$ cat config.mk
export PLATFORM = sky130hd
export DESIGN_NAME = dmem_ctrl_flat
export DESIGN_NICKNAME = d
export VERILOG_FILES = /design/src/rtl/dmem_ctrl_if.sv /design/src/rtl/dmem_ctrl.sv /design/src/flat_wrapper.sv
export SDC_FILE = /design/constraint.sdc
export NUM_CORES = 1
export LEC_CHECK = 0
export CAP_MARGIN = 25
export CELL_PAD_IN_SITES_DETAIL_PLACEMENT = 0
export CELL_PAD_IN_SITES_GLOBAL_PLACEMENT = 1
export CORE_AREA = 10 10 159 161
export CTS_CLUSTER_SIZE = 28
export DETAILED_ROUTE_END_ITERATION = 8
export DIE_AREA = 0 0 169 171
export PLACE_DENSITY = 0.86
export SYNTH_ARGS = -nofsm -noshare
export SYNTH_HDL_FRONTEND = slang
export SYNTH_SLANG_ARGS = --single-unit
$ cat constraint.sdc
create_clock -name CLK -period 2.2 [get_ports CLK]
set_input_delay 0.44 -clock CLK [delete_from_list [all_inputs] [get_ports CLK]]
set_output_delay 0.44 -clock CLK [all_outputs]
set_load 0.02 [all_outputs]
$ cat src/rtl/dmem_ctrl_if.sv
// Core-side data-port bundle between the core (master) and dmem_ctrl (slave).
interface dmem_ctrl_if;
    logic        READ;
    logic        WRITE;
    logic [2:0]  FUNCT3;
    logic [31:0] DIR_DMEM;
    logic [31:0] DATA_WRITE_DMEM;
    logic [31:0] DATA_READ_DMEM;
    logic        STALL;
    logic        ERR;

    modport master (
        output READ, WRITE, FUNCT3, DIR_DMEM, DATA_WRITE_DMEM,
        input  DATA_READ_DMEM, STALL, ERR
    );

    modport slave (
        input  READ, WRITE, FUNCT3, DIR_DMEM, DATA_WRITE_DMEM,
        output DATA_READ_DMEM, STALL, ERR
    );
endinterface

$ cat src/rtl/dmem_ctrl.sv
// dmem_ctrl: steers core loads/stores to on-chip RAM or the IO window, with lane steering and load extension.
// Optional feature macro: DMEM_MISALIGN_EN (misaligned accesses trap instead of being force-aligned).
module dmem_ctrl #(
    parameter int          ADDR_W  = 10,
    parameter logic [31:0] IO_BASE = 32'h0001_0000,
    parameter int          TIMEOUT = 16
) (
    input  logic              CLK,
    input  logic              RSTa,
    dmem_ctrl_if.slave        core,
    output logic [ADDR_W-1:0] RAM_ADDR,
    output logic [31:0]       RAM_WDATA,
    output logic [3:0]        RAM_BE,
    output logic              RAM_WE,
    output logic              RAM_RE,
    input  logic [31:0]       RAM_RDATA,
    output logic              IO_REQ,
    output logic              IO_WE,
    output logic [7:0]        IO_ADDR,
    output logic [31:0]       IO_WDATA,
    output logic [3:0]        IO_BE,
    input  logic [31:0]       IO_RDATA,
    input  logic              IO_ACK
);

    localparam int               CNT_W    = $clog2(TIMEOUT) + 1;
    localparam logic [CNT_W-1:0] CNT_LAST = CNT_W'(TIMEOUT - 1);

    typedef enum logic [1:0] {
        IDLE    = 2'b00,
        RAM_RD  = 2'b01,
        IO_WAIT = 2'b10,
        DONE    = 2'b11
    } state_t;

    state_t            state_q, state_d;
    logic [CNT_W-1:0]  cnt_q, cnt_d;
    logic [31:0]       data_q, data_d;
    logic [2:0]        f3_q;
    logic [31:0]       addr_q;
    logic [31:0]       wdata_q;
    logic              we_q;

    logic [2:0]        f3_s;
    logic [31:0]       addr_s;
    logic [31:0]       wd_s;
    logic [3:0]        be_s;
    logic [31:0]       wrep_s;
    logic              req_s;
    logic              io_hit_s;
    logic              misalign_s;
    logic              stall_s;
    logic              err_s;
    logic              unused_s;

    function automatic logic [3:0] be_f(input logic [2:0] f3, input logic [1:0] a);
        logic [3:0] be;
        case (f3[1:0])
            2'b00:   be = 4'b0001 << a;
            2'b01:   be = 4'b0011 << {a[1], 1'b0};
            default: be = 4'b1111;
        endcase
        return be;
    endfunction

    function automatic logic [31:0] wdata_f(input logic [2:0] f3, input logic [31:0] d);
        logic [31:0] w;
        case (f3[1:0])
            2'b00:   w = {4{d[7:0]}};
            2'b01:   w = {2{d[15:0]}};
            default: w = d;
        endcase
        return w;
    endfunction

    // Lane pick ignores a[0] for halves, so force-alignment falls out naturally.
    function automatic logic [31:0] load_f(input logic [2:0] f3, input logic [1:0] a,
                                           input logic [31:0] raw);
        logic [7:0]  b;
        logic [15:0] h;
        logic [31:0] r;
        b = raw[{a, 3'b000} +: 8];
        h = raw[{a[1], 4'b0000} +: 16];
        case (f3)
            3'b000:  r = {{24{b[7]}}, b};
            3'b001:  r = {{16{h[15]}}, h};
            3'b100:  r = {24'h00_0000, b};
            3'b101:  r = {16'h0000, h};
            default: r = raw;
        endcase
        return r;
    endfunction

`ifdef DMEM_MISALIGN_EN
    function automatic logic misalign_f(input logic [2:0] f3, input logic [1:0] a);
        logic m;
        case (f3[1:0])
            2'b00:   m = 1'b0;
            2'b01:   m = a[0];
            default: m = (a != 2'b00);
        endcase
        return m;
    endfunction

    assign misalign_s = misalign_f(core.FUNCT3, core.DIR_DMEM[1:0]);
`else
    assign misalign_s = 1'b0;
`endif

    // Request fields come live from the core in IDLE and from the held copy afterwards.
    assign f3_s     = (state_q == IDLE) ? core.FUNCT3          : f3_q;
    assign addr_s   = (state_q == IDLE) ? core.DIR_DMEM        : addr_q;
    assign wd_s     = (state_q == IDLE) ? core.DATA_WRITE_DMEM : wdata_q;
    assign be_s     = be_f(f3_s, addr_s[1:0]);
    assign wrep_s   = wdata_f(f3_s, wd_s);
    assign req_s    = core.READ | core.WRITE;
    assign io_hit_s = (core.DIR_DMEM[31:16] == IO_BASE[31:16]);
    assign unused_s = ^addr_s;

    assign RAM_ADDR  = addr_s[ADDR_W+1:2];
    assign RAM_WDATA = wrep_s;
    assign RAM_BE    = be_s;
    assign IO_ADDR   = addr_s[7:0];
    assign IO_WDATA  = wrep_s;
    assign IO_BE     = be_s;

    assign core.DATA_READ_DMEM = data_q;
    assign core.STALL          = stall_s;
    assign core.ERR            = err_s;

    // Next-state, strobe and result logic; RSTa gates IDLE strobes so a reset drops them at once.
    always_comb begin
        state_d = state_q;
        cnt_d   = cnt_q;
        data_d  = data_q;
        RAM_WE  = 1'b0;
        RAM_RE  = 1'b0;
        IO_REQ  = 1'b0;
        IO_WE   = 1'b0;
        stall_s = 1'b0;
        err_s   = 1'b0;
        case (state_q)
            IDLE: begin
                if (RSTa && req_s) begin
                    if (misalign_s) begin
                        err_s = 1'b1;
                        if (!core.WRITE) begin
                            data_d = 32'h0000_0000;
                        end else begin
                            data_d = data_q;
                        end
                    end else if (io_hit_s) begin
                        IO_REQ  = 1'b1;
                        IO_WE   = core.WRITE;
                        stall_s = 1'b1;
                        cnt_d   = {CNT_W{1'b0}};
                        state_d = IO_WAIT;
                    end else if (core.WRITE) begin
                        RAM_WE  = 1'b1;
                    end else begin
                        RAM_RE  = 1'b1;
                        stall_s = 1'b1;
                        state_d = RAM_RD;
                    end
                end else begin
                    state_d = IDLE;
                end
            end
            RAM_RD: begin
                data_d  = load_f(f3_q, addr_q[1:0], RAM_RDATA);
                stall_s = 1'b1;
                state_d = DONE;
            end
            IO_WAIT: begin
                IO_REQ  = 1'b1;
                IO_WE   = we_q;
                stall_s = 1'b1;
                if (IO_ACK) begin
                    if (!we_q) begin
                        data_d = load_f(f3_q, addr_q[1:0], IO_RDATA);
                    end else begin
                        data_d = data_q;
                    end
                    state_d = DONE;
                end else if (cnt_q == CNT_LAST) begin
                    err_s   = 1'b1;
                    data_d  = 32'h0000_0000;
                    state_d = DONE;
                end else begin
                    cnt_d = cnt_q + CNT_W'(1);
                end
            end
            DONE: begin
                state_d = IDLE;
            end
            default: begin
                state_d = IDLE;
            end
        endcase
    end

    // State, timeout counter, load result and the request copy held while stalled.
    always_ff @(posedge CLK or negedge RSTa) begin
        if (!RSTa) begin
            state_q <= IDLE;
            cnt_q   <= {CNT_W{1'b0}};
            data_q  <= 32'h0000_0000;
            f3_q    <= 3'b000;
            addr_q  <= 32'h0000_0000;
            wdata_q <= 32'h0000_0000;
            we_q    <= 1'b0;
        end else begin
            state_q <= state_d;
            cnt_q   <= cnt_d;
            data_q  <= data_d;
            if (state_q == IDLE) begin
                f3_q    <= core.FUNCT3;
                addr_q  <= core.DIR_DMEM;
                wdata_q <= core.DATA_WRITE_DMEM;
                we_q    <= core.WRITE;
            end else begin
                f3_q    <= f3_q;
                addr_q  <= addr_q;
                wdata_q <= wdata_q;
                we_q    <= we_q;
            end
        end
    end

endmodule
$ cat src/flat_wrapper.sv
// flat-port wrapper written by rule: the top's interface ports become plain ports
module dmem_ctrl_flat 
#(
    parameter int          ADDR_W  = 10,
    parameter logic [31:0] IO_BASE = 32'h0001_0000,
    parameter int          TIMEOUT = 16
)
  (CLK, RSTa, RAM_ADDR, RAM_WDATA, RAM_BE, RAM_WE, RAM_RE, RAM_RDATA, IO_REQ, IO_WE, IO_ADDR, IO_WDATA, IO_BE, IO_RDATA, IO_ACK, core_READ, core_WRITE, core_FUNCT3, core_DIR_DMEM, core_DATA_WRITE_DMEM, core_DATA_READ_DMEM, core_STALL, core_ERR);
  dmem_ctrl_if core_i ();
  input  logic CLK;
  input  logic RSTa;
  output logic [ADDR_W-1:0] RAM_ADDR;
  output logic [31:0] RAM_WDATA;
  output logic [3:0] RAM_BE;
  output logic RAM_WE;
  output logic RAM_RE;
  input  logic [31:0] RAM_RDATA;
  output logic IO_REQ;
  output logic IO_WE;
  output logic [7:0] IO_ADDR;
  output logic [31:0] IO_WDATA;
  output logic [3:0] IO_BE;
  input  logic [31:0] IO_RDATA;
  input  logic IO_ACK;
  input wire logic [$bits(core_i.READ)-1:0] core_READ;
  input wire logic [$bits(core_i.WRITE)-1:0] core_WRITE;
  input wire logic [$bits(core_i.FUNCT3)-1:0] core_FUNCT3;
  input wire logic [$bits(core_i.DIR_DMEM)-1:0] core_DIR_DMEM;
  input wire logic [$bits(core_i.DATA_WRITE_DMEM)-1:0] core_DATA_WRITE_DMEM;
  output wire logic [$bits(core_i.DATA_READ_DMEM)-1:0] core_DATA_READ_DMEM;
  output wire logic [$bits(core_i.STALL)-1:0] core_STALL;
  output wire logic [$bits(core_i.ERR)-1:0] core_ERR;
  assign core_i.READ = core_READ;
  assign core_i.WRITE = core_WRITE;
  assign core_i.FUNCT3 = core_FUNCT3;
  assign core_i.DIR_DMEM = core_DIR_DMEM;
  assign core_i.DATA_WRITE_DMEM = core_DATA_WRITE_DMEM;
  assign core_DATA_READ_DMEM = core_i.DATA_READ_DMEM;
  assign core_STALL = core_i.STALL;
  assign core_ERR = core_i.ERR;
  dmem_ctrl #(.ADDR_W(ADDR_W), .IO_BASE(IO_BASE), .TIMEOUT(TIMEOUT)) u_core (.CLK(CLK), .RSTa(RSTa), .core(core_i), .RAM_ADDR(RAM_ADDR), .RAM_WDATA(RAM_WDATA), .RAM_BE(RAM_BE), .RAM_WE(RAM_WE), .RAM_RE(RAM_RE), .RAM_RDATA(RAM_RDATA), .IO_REQ(IO_REQ), .IO_WE(IO_WE), .IO_ADDR(IO_ADDR), .IO_WDATA(IO_WDATA), .IO_BE(IO_BE), .IO_RDATA(IO_RDATA), .IO_ACK(IO_ACK));
endmodule
**Word-level counts from Yosys, hierarchy flattened**

Index checks and enable logic that the tools add are counted.

- Add/subtract/negate cells: 1
- Equal/unequal tests: 16
- Shifts and indexed selects: 6
- Muxes and demuxes: 42
- Bitwise gates (word level): 1
- Reductions and logical operators: 10

Operators with widths:

| kind | count |
|---|---|
| $pmux W32 S4 | 2 |
| $mux W32 | 4 |
| $pmux W32 S2 | 2 |
| $shiftx A32 B6 Y16 | 2 |
| $shiftx A32 B6 Y8 | 2 |
| $mux W5 | 4 |
| $mux W1 | 17 |
| $eq A16 B1 Y1 const B | 1 |
| $mux W12 | 1 |
| $mux W2 | 6 |
| $pmux W5 S2 | 1 |
| $pmux W2 S4 | 1 |
| $pmux W4 S2 | 1 |
| $eq A3 B3 Y1 const B | 2 |
| $ne A2 B2 Y1 const B | 3 |
| $pmux W1 S2 | 3 |
| $add A5 B1 Y5 const B | 1 |
| $eq A5 B4 Y1 const B | 1 |
| $reduce_and A5 Y1 | 1 |
| $eq A2 B1 Y1 const B | 2 |
| $eq A2 B2 Y1 const B | 2 |
| $logic_not A2 Y1 | 2 |
| $ne A4 B3 Y1 const B | 1 |
| $reduce_bool A2 Y1 | 2 |
| other kinds (12) | 12 |

- Register bits after elaboration: 87
- Input port bits: 136
- Output and inout bits: 128
- Logic and storage cells: 84

**Longest topological paths before layout**

- Depth after elaboration: 5
- Depth in mapped cells: 9
- Mapped depth without buffers: 7

**Worst setup path after synthesis**

OpenSTA, ideal clock, no wires.

- Path kind: register to output
- Start: register u_core.state_q[0]
- End: output port RAM_WDATA[10]
- Arrival: 2259 ps
- Setup slack: -499 ps
- Stages on the path, launching flop included: 9
- Path buffers: 3
- Path through: dfrtp_1 inv_1 ha_1 buf_2 mux2i_4 nand2_1 clkbuf_1 a21oi_1 buf_4

- Cells in the longest elaborated chain, start to end: 4
- Elaborated cells on any way between the ends: 6

Ends and longest elaborated chain:

| item | line | RTL |
|---|---|---|
| start: declaration | dmem_ctrl.sv:36 | `state_t state_q, state_d;` |
| start signal: assignment | dmem_ctrl.sv:213 | `state_q <= state_d;` |
| $logic_not A2 Y1 (*) | dmem_ctrl.sv:111, dmem_ctrl.sv:113 |  |
| $mux W2 | -- |  |
| $eq A2 B1 Y1 / $logic_not A2 Y1 (equally long branches) | dmem_ctrl.sv:68 | `case (f3[1:0])` |
| $pmux W32 S2 (*) | dmem_ctrl.sv:68 |  |
| end: declaration | flat_wrapper.sv:13 | `output logic [31:0] RAM_WDATA;` |

Mark *: on every way between the ends. The rest lies on a longest branch, timed or not.

**Worst setup path after layout**

- Start: register u_core.state_q[0]
- End: output port IO_WDATA[29]

- Cells in the longest elaborated chain, start to end: 4
- Elaborated cells on any way between the ends: 6

Ends and longest elaborated chain:

| item | line | RTL |
|---|---|---|
| $logic_not A2 Y1 (*) | dmem_ctrl.sv:111, dmem_ctrl.sv:113 |  |
| $mux W2 | -- |  |
| $eq A2 B1 Y1 / $logic_not A2 Y1 (equally long branches) | dmem_ctrl.sv:68 |  |
| $pmux W32 S2 (*) | dmem_ctrl.sv:68 |  |
| end: declaration | flat_wrapper.sv:21 | `output logic [31:0] IO_WDATA;` |

Marked as above.

==> metrics.md <==
| Metric | Value |
|---|---|
| Status | complete, but fails checks |
| Failing checks | negative setup slack |
| Max Slew Vio Count | 0 |
| Commonest non-fill, non-tap cell in the layout | clkdlybuf4s50_1 |
| Hold_buf cts | 0 |
| Cell variety after synth | 67 |
| Yosys top cell by area | dfrtp_1 |
| Antenna-violating nets left | 0 |
| Comb power frac | 78.8% |
| Post-synth EDFFs | 0 |
| Chip width | 169 µm |
| Pin count of the biggest net entering global routing | 69 |
| Worst setup EP type | primary output |
| Worst Tran Pin Value | 0.9346 ns |
| Dominant synthesized flop cell | dfrtp_1 |
| Top cell by count, worst path | buf_6 |
| Top cell type's share of synthesized area | 35.61% |
| Slowest CP cell | dfrtp_1 |
| Row Count | 55 |
| Sink Count | 87 |
| Syn nets | 802 |
| Tot GR Track Use | 18.34% |
| Crit share post-route | 117.5% |
| Clk slew on worst S/H paths | 0.08 ns |
| Clock power frac | 8.1% |
| Net switching power | 0.01007 W |
| Max-Cap Viols | 0 |
| Crit-path max FO | 5 |
| CTS root buf | clkbuf_16 |
| Total negative slack | -23.64 ns |
| Vias in the first global route | 7007 |
| Clock Skews | 0.01350 ns |
| Vias | 6634 |
| FF-to-FF setup slack | 0.13 ns |
| CTS tree | built |
| # setup viols final | 90 |
| DIE AREA | 0.02890 mm² |
| Yosys warning count | 0 |
| DP Cell Count | 1207 |
| DP Wirelength | 20660 µm |
| Worst path required time | 1.76 ns |
| Final hold vios | 0 |
| Initial antenna violation count | 2 |
| Post-DP Area | 0.009553 mm² |
| Rel. slew slack | 37.69% |
| Synthesized netlist cell count | 661 |
| Fillers | 2028 |
| Die Ht | 171 µm |
| Int Pwr | 0.01157 W |
| PortBufs | 259 |
| DRT Wirelength | 28060 µm |
| CP Buf/Inv Count | 3 |
| Finished Layout Cells | 1263 |
| Syn_area_per_cell | 9.249 µm² |
| Crit path largest cell delay | 0.39 ns |
| Clk buf depth | 2 |
| DR WL/cell | 22.21 µm |
| Area of the multi-input gates | 0.003790 mm² |
| Critical-path cell list | inv_2 > ha_4 > mux2i_4 > buf_6 > mux2i_2 > a21oi_2 > buf_6 |
| First DRT Iteration DRCs | 533 |
| RSZ-0062 raised after global routing | true |
| Synth Register Bits | 87 |
| Most frequent cells in the layout | 146 x clkdlybuf4s50_1, 107 x buf_4, 107 x buf_6 |
| Via-to-Cell Ratio | 5.253 |
| Worst setup margin | -0.3855 ns |
| Initial Utilization | 27.50% |
| Placer Congestion | 0.8902 |
| H-tree levels | 3 |
| Remaining Overflow, GRT | 0 |
| Max Freq | 386.8 MHz |
| Max IR drop VDD | 1.809 mV |
| Critical setup path kind | reg -> out |
| Final core occ | 48.39% |
| Clock latency on the worst-skew pair | 0.35 ns |
| First-pass GRT wire length | 41430 µm |
| Final net count | 1113 |
| Largest delay share family, worst path | multiplexers |
| Sw frac | 46.53% |
| Reg power frac | 13.2% |
| Layout cells sized above 1 | 41.35% |
| Core box area | 0.02223 mm² |
| Finished Cell Area | 0.01076 mm² |
| Io pins | 264 |
| Crit path DAT | 2.15 ns |
| Worst Hold Class | in -> async |
| CTS Buf Count | 9 |
| CP Launch Type | flop |
| Initial DRT Pass Iterations | 5 |
| Sequential share of the synthesized area | 35.61% |
| Ys async rst share | 100.0% |
| Leakage | 4.538 nW |
| Area added between synthesis and finish | 75.95% |
| Mapped Area | 0.006113 mm² |
| Drt drc | 0 |
| P per Cell Area | 2012 mW/mm² |
| Fin crit period | 2.585 ns |
| Total chip power | 0.02164 W |
| Synth top area cells | dfrtp_1 36%, mux2_2 7.0%, buf_4 6.6% |
| Register cell area after layout | 0.002178 mm² |
==> power groups by stage <==
stage          registers (W)  logic, W  clock network [W]
2_1_floorplan        0.00304   0.00892                  0
3_3_place_gp         0.00282    0.0145                  0
3_5_place_dp         0.00285    0.0146                  0
4_1_cts              0.00283    0.0160            0.00178
5_1_grt              0.00293    0.0180            0.00185
6_report             0.00285    0.0170            0.00175
==> synth_stat cells (14+ instances only) <==
cell type,n
dfrtp_1,87
nor2_1,48
mux2_2,38
o211ai_1,28
nand3_1,14
buf_2,21
clkbuf_1,19
o21ai_0,56
a21oi_1,47
nand2_1,35
mux2i_1,33
buf_4,54
inv_1,22
==> final cells by class <==
type	instances	share of cell area (%)
antenna	1	0.02326
clock buffer	10	2.129
clock inverter	6	0.8724
inverter	24	0.8608
multi-input combinational	448	35.23
sequential	87	20.25
tap	285	3.315
timing repair buffer	402	37.32
==> routing by layer <==
layer  routed length, µm  track usage (%)  vias up
met4                 769            6.304        2
li1                    -                -     3014
met2               13300            29.46      372
met1               10700            21.64     3201
met5                  18                0        -
met3                3275            7.593       45
==> flip-flops by register name, summed over array words and instances (netlist names) <==
signal                      flops
u_core.core.DATA_READ_DMEM     32
u_core.f3_q                     3
u_core.state_q                  2
u_core.wdata_q                 32
u_core.cnt_q                    5
u_core.we_q                     1
u_core.addr_q                  12
==> through the flow <==
| step | worst slack, ns | hold slack (ns) |
|---|---|---|
| after floorplan | -0.1235 | 0.1444 |
| after global placement | -0.6037 | 0.4723 |
| after detailed placement | -0.6204 | 0.4652 |
| after CTS | -0.3843 | 0.08710 |
| after global routing | -0.5012 | 0.1051 |
| final | -0.3855 | 0.08473 |
==> what timing repair did <==
action,in CTS,in global routing
pin swaps,12,9
setup buffers,22,19
setup endpoints to repair,96,105
cloned,1,1
gates resized for setup,623,81
==> logic make-up after synthesis <==
group           count (synthesis)  share of synthesized area, %
mux                            76                         14.06
simple gates                  146                         12.01
compound gates                221                         25.11
fa+ha+maj                       5                         1.023
flops                          87                         35.61
buf+inv                       126                         12.18
==> path summary, 6_finish.rpt <==
kind | start | to | depth (start not counted)
worst max register to register | u_core.addr_q[1] | u_core.core.DATA_READ_DMEM[16] | 5
worst min register to register | u_core.wdata_q[16] | u_core.wdata_q[16] | 1
worst max-delay path | u_core.state_q[0] | IO_WDATA[29] | 7
min in group CLK | u_core.wdata_q[16] | u_core.wdata_q[16] | 1
worst min-delay path | RSTa | u_core.core.DATA_READ_DMEM[3] | 2
max in group asynchronous | RSTa | u_core.f3_q[1] | 3
Power figures use the tool's default switching activity.
